**src/rtl/frame_mux_sender_if.sv**
```systemverilog
// frame_mux_sender_if: TX packet stream from the frame packetiser to the Ethernet sender.
interface frame_mux_sender_if;
    logic [31:0] tx_data;
    logic        tx_vld;
    logic        tx_sop;
    logic        tx_eop;
    logic        tx_rdy;
    logic [15:0] udp_pkt_len;
    modport master (output tx_data, tx_vld, tx_sop, tx_eop, udp_pkt_len, input tx_rdy);
    modport slave  (input tx_data, tx_vld, tx_sop, tx_eop, udp_pkt_len, output tx_rdy);
endinterface

```
**src/rtl/frame_mux_sender.sv**
```systemverilog
// frame_mux_sender: round-robin N-channel frame packetiser onto a sop/eop TX stream.
// Define FRAME_SEQ_EN to send a per-channel 32-bit sequence word after the header.
module frame_mux_sender #(
    parameter int N_CH   = 4,
    parameter int SIZE_W = 14
) (
    input  logic                   clk,
    input  logic                   rst,
    input  logic [N_CH-1:0]        i_frame_ready,
    input  logic [N_CH*SIZE_W-1:0] i_frame_size,
    input  logic [N_CH*32-1:0]     i_in_data,
    input  logic [N_CH-1:0]        i_in_vld,
    output logic [N_CH-1:0]        o_in_rdy,
    output logic [15:0]            o_drop_cnt,
    frame_mux_sender_if.master     tx
);
    localparam int CW = N_CH > 1 ? $clog2(N_CH) : 1;
`ifdef FRAME_SEQ_EN
    localparam int HDR_WORDS = 2;
    typedef enum logic [1:0] {IDLE, HDR, SEQ, DATA} state_t;
`else
    localparam int HDR_WORDS = 1;
    typedef enum logic [1:0] {IDLE, HDR, DATA} state_t;
`endif
    state_t            state;
    logic [N_CH-1:0]   pending, clr;
    logic [SIZE_W-1:0] size_q [N_CH];
    logic [SIZE_W-1:0] size_r, cnt;
    logic [CW-1:0]     ch, rr, nxt;
    logic [CW:0]       idx;
    logic              found, beat, last_word, hdr_last, done;
    logic [4:0]        drops;
    logic [16:0]       drop_sum;
    logic [31:0]       hdr, seq_word;

    // first pending channel after the last grant, scanning downwards so the nearest wins
    always_comb begin
        nxt = rr;
        found = 1'b0;
        idx = '0;
        for (int i = N_CH; i >= 1; i--) begin
            idx = {1'b0, rr} + (CW+1)'(i);
            idx = idx >= (CW+1)'(N_CH) ? idx - (CW+1)'(N_CH) : idx;
            if (pending[idx[CW-1:0]]) begin
                nxt = idx[CW-1:0];
                found = 1'b1;
            end
        end
    end

`ifdef FRAME_SEQ_EN
    assign hdr_last = state == SEQ;
`else
    assign hdr_last = state == HDR;
`endif
    assign beat      = state == DATA && i_in_vld[ch] && tx.tx_rdy;
    assign last_word = cnt == size_r - SIZE_W'(1);
    assign done      = (beat && last_word) || (hdr_last && tx.tx_rdy && size_r == '0);
    assign clr       = done ? N_CH'(1) << ch : '0;
    assign hdr       = {8'hA5, 4'h0, 4'(ch), 2'b00, 14'(size_r)};

    always_comb begin
        tx.tx_vld  = state == DATA ? i_in_vld[ch] : state != IDLE;
        tx.tx_sop  = state == HDR;
        tx.tx_eop  = state == DATA ? i_in_vld[ch] && last_word : hdr_last && size_r == '0;
        tx.tx_data = state == DATA ? i_in_data[ch*32 +: 32] : state == HDR ? hdr : hdr_last ? seq_word : '0;
        o_in_rdy   = state == DATA ? N_CH'(tx.tx_rdy) << ch : '0;
    end

    always_ff @(posedge clk) begin
        if (rst) begin
            state <= IDLE;
            ch <= '0;
            rr <= CW'(N_CH - 1);
            size_r <= '0;
            cnt <= '0;
            tx.udp_pkt_len <= '0;
        end else begin
            case (state)
                IDLE: if (found) begin
                    state <= HDR;
                    ch <= nxt;
                    rr <= nxt;
                    size_r <= size_q[nxt];
                    cnt <= '0;
                    tx.udp_pkt_len <= 16'((32'(size_q[nxt]) + HDR_WORDS) << 2);
                end
`ifdef FRAME_SEQ_EN
                HDR: if (tx.tx_rdy) state <= SEQ;
                SEQ: if (tx.tx_rdy) state <= size_r == '0 ? IDLE : DATA;
`else
                HDR: if (tx.tx_rdy) state <= size_r == '0 ? IDLE : DATA;
`endif
                DATA: if (beat) begin
                    cnt <= cnt + 1'b1;
                    if (last_word) state <= IDLE;
                end
                default: state <= IDLE;
            endcase
        end
    end

    // a pulse on a channel whose frame is still outstanding is lost, unless it lands on the completing beat
    always_comb begin
        drops = '0;
        for (int k = 0; k < N_CH; k++)
            drops = drops + 5'(i_frame_ready[k] && pending[k] && !clr[k]);
    end
    assign drop_sum = 17'(o_drop_cnt) + 17'(drops);

    always_ff @(posedge clk) begin
        if (rst) begin
            pending <= '0;
            o_drop_cnt <= '0;
            for (int k = 0; k < N_CH; k++) size_q[k] <= '0;
        end else begin
            o_drop_cnt <= drop_sum[16] ? 16'hFFFF : drop_sum[15:0];
            for (int k = 0; k < N_CH; k++) begin
                if (i_frame_ready[k] && (!pending[k] || clr[k])) begin
                    pending[k] <= 1'b1;
                    size_q[k] <= i_frame_size[k*SIZE_W +: SIZE_W];
                end else if (clr[k]) begin
                    pending[k] <= 1'b0;
                end
            end
        end
    end

`ifdef FRAME_SEQ_EN
    logic [31:0] seq_cnt [N_CH];
    assign seq_word = seq_cnt[ch];
    always_ff @(posedge clk) begin
        if (rst) begin
            for (int k = 0; k < N_CH; k++) seq_cnt[k] <= '0;
        end else if (done) begin
            seq_cnt[ch] <= seq_cnt[ch] + 32'd1;
        end
    end
`else
    assign seq_word = '0;
`endif
endmodule

```
**src/flat_wrapper.sv**
```systemverilog
// flat-port wrapper written by rule: the top's interface ports become plain ports
module frame_mux_sender_flat 
#(
    parameter int N_CH   = 4,
    parameter int SIZE_W = 14
)
  (clk, rst, i_frame_ready, i_frame_size, i_in_data, i_in_vld, o_in_rdy, o_drop_cnt, tx_tx_data, tx_tx_vld, tx_tx_sop, tx_tx_eop, tx_udp_pkt_len, tx_tx_rdy);
  frame_mux_sender_if tx_i ();
  input  logic clk;
  input  logic rst;
  input  logic [N_CH-1:0] i_frame_ready;
  input  logic [N_CH*SIZE_W-1:0] i_frame_size;
  input  logic [N_CH*32-1:0] i_in_data;
  input  logic [N_CH-1:0] i_in_vld;
  output logic [N_CH-1:0] o_in_rdy;
  output logic [15:0] o_drop_cnt;
  output wire logic [$bits(tx_i.tx_data)-1:0] tx_tx_data;
  output wire logic [$bits(tx_i.tx_vld)-1:0] tx_tx_vld;
  output wire logic [$bits(tx_i.tx_sop)-1:0] tx_tx_sop;
  output wire logic [$bits(tx_i.tx_eop)-1:0] tx_tx_eop;
  output wire logic [$bits(tx_i.udp_pkt_len)-1:0] tx_udp_pkt_len;
  input wire logic [$bits(tx_i.tx_rdy)-1:0] tx_tx_rdy;
  assign tx_tx_data = tx_i.tx_data;
  assign tx_tx_vld = tx_i.tx_vld;
  assign tx_tx_sop = tx_i.tx_sop;
  assign tx_tx_eop = tx_i.tx_eop;
  assign tx_udp_pkt_len = tx_i.udp_pkt_len;
  assign tx_i.tx_rdy = tx_tx_rdy;
  frame_mux_sender #(.N_CH(N_CH), .SIZE_W(SIZE_W)) u_core (.clk(clk), .rst(rst), .i_frame_ready(i_frame_ready), .i_frame_size(i_frame_size), .i_in_data(i_in_data), .i_in_vld(i_in_vld), .o_in_rdy(o_in_rdy), .o_drop_cnt(o_drop_cnt), .tx(tx_i));
endmodule
```
**config.mk**
```make
export PLATFORM = sky130hd
export DESIGN_NAME = frame_mux_sender_flat
export DESIGN_NICKNAME = d
export VERILOG_FILES = /design/src/rtl/frame_mux_sender_if.sv /design/src/rtl/frame_mux_sender.sv /design/src/flat_wrapper.sv
export SDC_FILE = /design/constraint.sdc
export NUM_CORES = 1
export LEC_CHECK = 0
export ABC_AREA = 1
export BUFFER_PORTS_ARGS = -buffer_cell sky130_fd_sc_hd__buf_2
export CORE_MARGIN = 2
export CORE_UTILIZATION = 50
export CTS_CLUSTER_SIZE = 12
export DETAILED_ROUTE_END_ITERATION = 8
export PLACE_DENSITY = 0.79
export RECOVER_POWER = 100
export SLEW_MARGIN = 20
export SYNTH_ARGS = -nofsm -noshare
export SYNTH_HDL_FRONTEND = slang
export SYNTH_SLANG_ARGS = --single-unit
export TNS_END_PERCENT = 5
```
**constraint.sdc**
```tcl
create_clock -name clk -period 6.5 [get_ports clk]
set_clock_uncertainty 0.05 [all_clocks]
set_input_delay 1.3 -clock clk [delete_from_list [all_inputs] [get_ports clk]]
set_output_delay 1.3 -clock clk [all_outputs]
set_load 0.005 [all_outputs]
```
==> out/metrics.csv <==
metric,value,unit
outcome,finished clean,
cts_buffers,17,
fillers,1464,
timing_worst_setup_path_type,flop to flop,
gr-usage-all-layers,28.2,%
ys.warnings.count,0,
relSlewSlack,34.5,%
synth-compound-area-share,10.9,%
pin_count,266,
postLayoutCellArea,0.00985,mm^2
power.share.sequential,25.0,%
core,0.0157,mm^2
synth-async-reset-ratio,0,%
post_cts.resized_instances,0,
grt_pass1_wl,37.0,mm
totalWireLength,24.7,mm
crit_path_end_kind,flop,
startpoint_type,flop,
tritoncts_num_sinks,124,
detailedRoute.firstIterationViolations,621,
crit_path_max_fanout,10,
ys_dominant_reg_cell,sky130_fd_sc_hd__dfxtp_1,
area_of_the_mapped_netlist,0.00793,mm^2
timing.reg2reg.worst_path_depth,30,
max-cap-violations,0,
comb_power_share,51.4,%
tns,0,ps
hp-start,u_core.tx.udp_pkt_len[6],
timing.hold.worst_endpoint,u_core.tx.udp_pkt_len[6],
synthXorXnorAreaFrac,3.87,%
hold_viol,0,
synth_top_cell_area_share,21.2,%
critical_path.slowest_cell,sky130_fd_sc_hd__fa_1,
routed_wire_length_per_instance,15.2,um
design.die.area,0.0169,mm^2
post-route-drc-count,0,
yosys.cell_count.top_type,sky130_fd_sc_hd__nand2_1,
met2_length,12.7,mm
post_synth_main_area_contributors,"sky130_fd_sc_hd__edfxtp_1, sky130_fd_sc_hd__dfxtp_1, sky130_fd_sc_hd__nand2_1, sky130_fd_sc_hd__inv_1, sky130_fd_sc_hd__nor2_1",
syn-mean-instance-area,6.94,um^2
dpl-instance-area,0.00935,mm^2
m1_wl,9.85,mm
switching_share,46.6,%
post_synth_edffs,56,
drive_above_1_share,20.8,%
cts_buffer_depth,2,
fin_crit,5690,ps
clk_root_buffer_cell,sky130_fd_sc_hd__clkbuf_16,
detail_route.vias_per_cell,5.12,
routed-wl-met3,1.52,mm
synth-adder-area-share,1.77,%
r2r-end,u_core.o_drop_cnt[14],
worst_setup_hold_path_clk_slew,60,ps
maxSlewViolCount,0,
die_y,130,um
vias,8303,
cts-hold-fix-buffers,0,
min_period_over_period,87.6,%
syn_inst,1143,
power_leakage,4.91,nW
setup-violations-final,0,
dr.max_layer_used,met4,
tritoncts_clock_tree,yes,
holdWs,428,ps
yosys.cell_types.count,47,
clockPowerShare,23.6,%
drt-pass1-iter-count,5,
vdd_drop_max,177,uV
start_util,50.5,%
startpoint,u_core.size_r[0],
totalPowerFinal,4.16,mW
post_cts_buffers,0,
cp_slowest_stage_delay,400,ps
worstPathRequired,6820,ps
h-tree-depth,4,
p_switching,1.94,mW
seq_cells_post_synth,124,
routabilityCongestion,0.942,
synth_common_cells,"sky130_fd_sc_hd__nand2_1, sky130_fd_sc_hd__inv_1, sky130_fd_sc_hd__nor2_1, sky130_fd_sc_hd__dfxtp_1, sky130_fd_sc_hd__edfxtp_1",
grt_max_degree,36,
rows,46,
seq_area_frac_synth,38.4,%
cp.arrival,6010,ps
port_buffers,263,
postRouteAntennaNets,0,
r2r-start,u_core.size_r[0],
floorplan.die.width,130,um
worst_hold_path_type,flop to flop,
synth.largest_area_cell,sky130_fd_sc_hd__edfxtp_1,
clkLatencyLatePin,420,ps
p_int,2.22,mW
cp_num_buf_inv,6,
rsz0062_at_grt,no,
place.detailed.hpwl,18.8,mm
power-per-cell-area,422,mW/mm^2
final_nets,1597,
grt_remaining_overflow,0,
timing.critical_path.max_delay_family,simple AND/OR/NAND/NOR gates,
synth_top_family_by_area,simple AND/OR/NAND/NOR gates,
synthesized_area_fraction_occupied_by_and_or_nand_nor_cells,32.7,%
worstHoldPathCells,2,
reg2reg_setup_slack,810,ps
antenna_found_initial,1,
tightest_pin_transition,981,ps
yosys-mux-area-fraction,0,%
via_count_of_the_first_global_routing_pass,7559,
max_freq,176,MHz
flow.area_growth_from_synthesis,24.2,%
[cell usage in the layout (no fill, tap or decap), types with 6 or more instances in the layout]
cell                        Yosys  layout
sky130_fd_sc_hd__clkbuf_16      0      17
sky130_fd_sc_hd__nor2_1       122     126
sky130_fd_sc_hd__nor2_2         9       6
sky130_fd_sc_hd__buf_2          5     215
sky130_fd_sc_hd__xnor2_1        7       7
sky130_fd_sc_hd__a22oi_1       24      24
sky130_fd_sc_hd__dfxtp_1       68      68
sky130_fd_sc_hd__inv_2          8       6
sky130_fd_sc_hd__edfxtp_1      56      56
sky130_fd_sc_hd__nor4_1         6       6
sky130_fd_sc_hd__o21ai_0       39      40
sky130_fd_sc_hd__ha_1           8       8
sky130_fd_sc_hd__xor2_1        28      28
sky130_fd_sc_hd__o211ai_1      12      12
sky130_fd_sc_hd__a21oi_1       48      48
sky130_fd_sc_hd__inv_1        184     186
sky130_fd_sc_hd__nand2_2       18      13
sky130_fd_sc_hd__a22o_1         7       7
sky130_fd_sc_hd__nand2_1      304     309
sky130_fd_sc_hd__clkbuf_1      23      49
sky130_fd_sc_hd__nor3_1        22      22
sky130_fd_sc_hd__buf_4          7       6
sky130_fd_sc_hd__nand4_1       30      30
sky130_fd_sc_hd__nand3_1       53      57
[worst max path at each step]
stage | end | depth (start not counted)
2_1_floorplan | u_core.o_drop_cnt[14] | 25
3_3_place_gp | u_core.o_drop_cnt[15] | 26
3_5_place_dp | u_core.o_drop_cnt[14] | 26
4_1_cts | u_core.o_drop_cnt[14] | 30
5_1_grt | u_core.o_drop_cnt[15] | 30
6_report | u_core.o_drop_cnt[14] | 30
[cells by family (layout without fill, tap and decap cells)]
kind of cell,Yosys count,after routing
and+or+nand+nor,588,588
buffers and inverters,240,501
AOI/OAI and AO/OA,145,145
DFF,124,124
xor gates and xnor gates,35,35
adders and majority gates,10,10
other,1,3
[per-stage QoR]
stage                     util [%]  setup WS [ps]  std cells
final                         62.7            806       1622
after global routing          62.7            140       1622
after CTS                     63.4            955       1621
after detailed placement      59.5            559       1589
after global placement        59.5            749       1589
after floorplan                  -           1210       1144
[worst min-delay path, stage by stage (launching register included)]
cell and delay, ps:
sky130_fd_sc_hd__dfxtp_1 310, sky130_fd_sc_hd__nand2_1 60, sky130_fd_sc_hd__a21oi_1 60
[per-layer routing]
| metal | global-route usage [%] | up-vias |
|---|---|---|
| met5 | 0 | - |
| met4 | 10.4 | 0 |
| met3 | 4.22 | 42 |
| met2 | 52.9 | 352 |
| met1 | 32.4 | 3756 |
| li1 | - | 4153 |
[layout make-up]
| type | count | area, um^2 | area share, % |
|---|---|---|---|
| timing repair buffer | 271 | 1310 | 13.3 |
| multi-input combinational | 780 | 3860 | 39.2 |
| inverter | 198 | 747 | 7.59 |
| sequential | 124 | 3040 | 30.9 |
| clock inverter | 15 | 186 | 1.89 |
| tap | 216 | 270 | 2.74 |
| clock buffer | 17 | 425 | 4.32 |
| antenna | 1 | 2.50 | 0.0254 |
[state kept, by name (all words and copies together), names as in the netlist]
signal and count:
u_core.ch 2, u_core.cnt 14, u_core.o_drop_cnt 16, u_core.pending 4, u_core.rr 2, u_core.size_q 56, u_core.size_r 14, u_core.state 2
u_core.tx.udp_pkt_len 14
[power groups by stage]
stage	logic (mW)	clock network [mW]	registers, mW
2_1_floorplan	1.59	0	1.02
3_3_place_gp	2.09	0	1.05
3_5_place_dp	2.13	0	1.05
4_1_cts	2.16	0.989	1.04
5_1_grt	2.38	1.02	1.05
6_report	2.13	0.981	1.04
No activity file was read; power rests on OpenSTA's default activity.
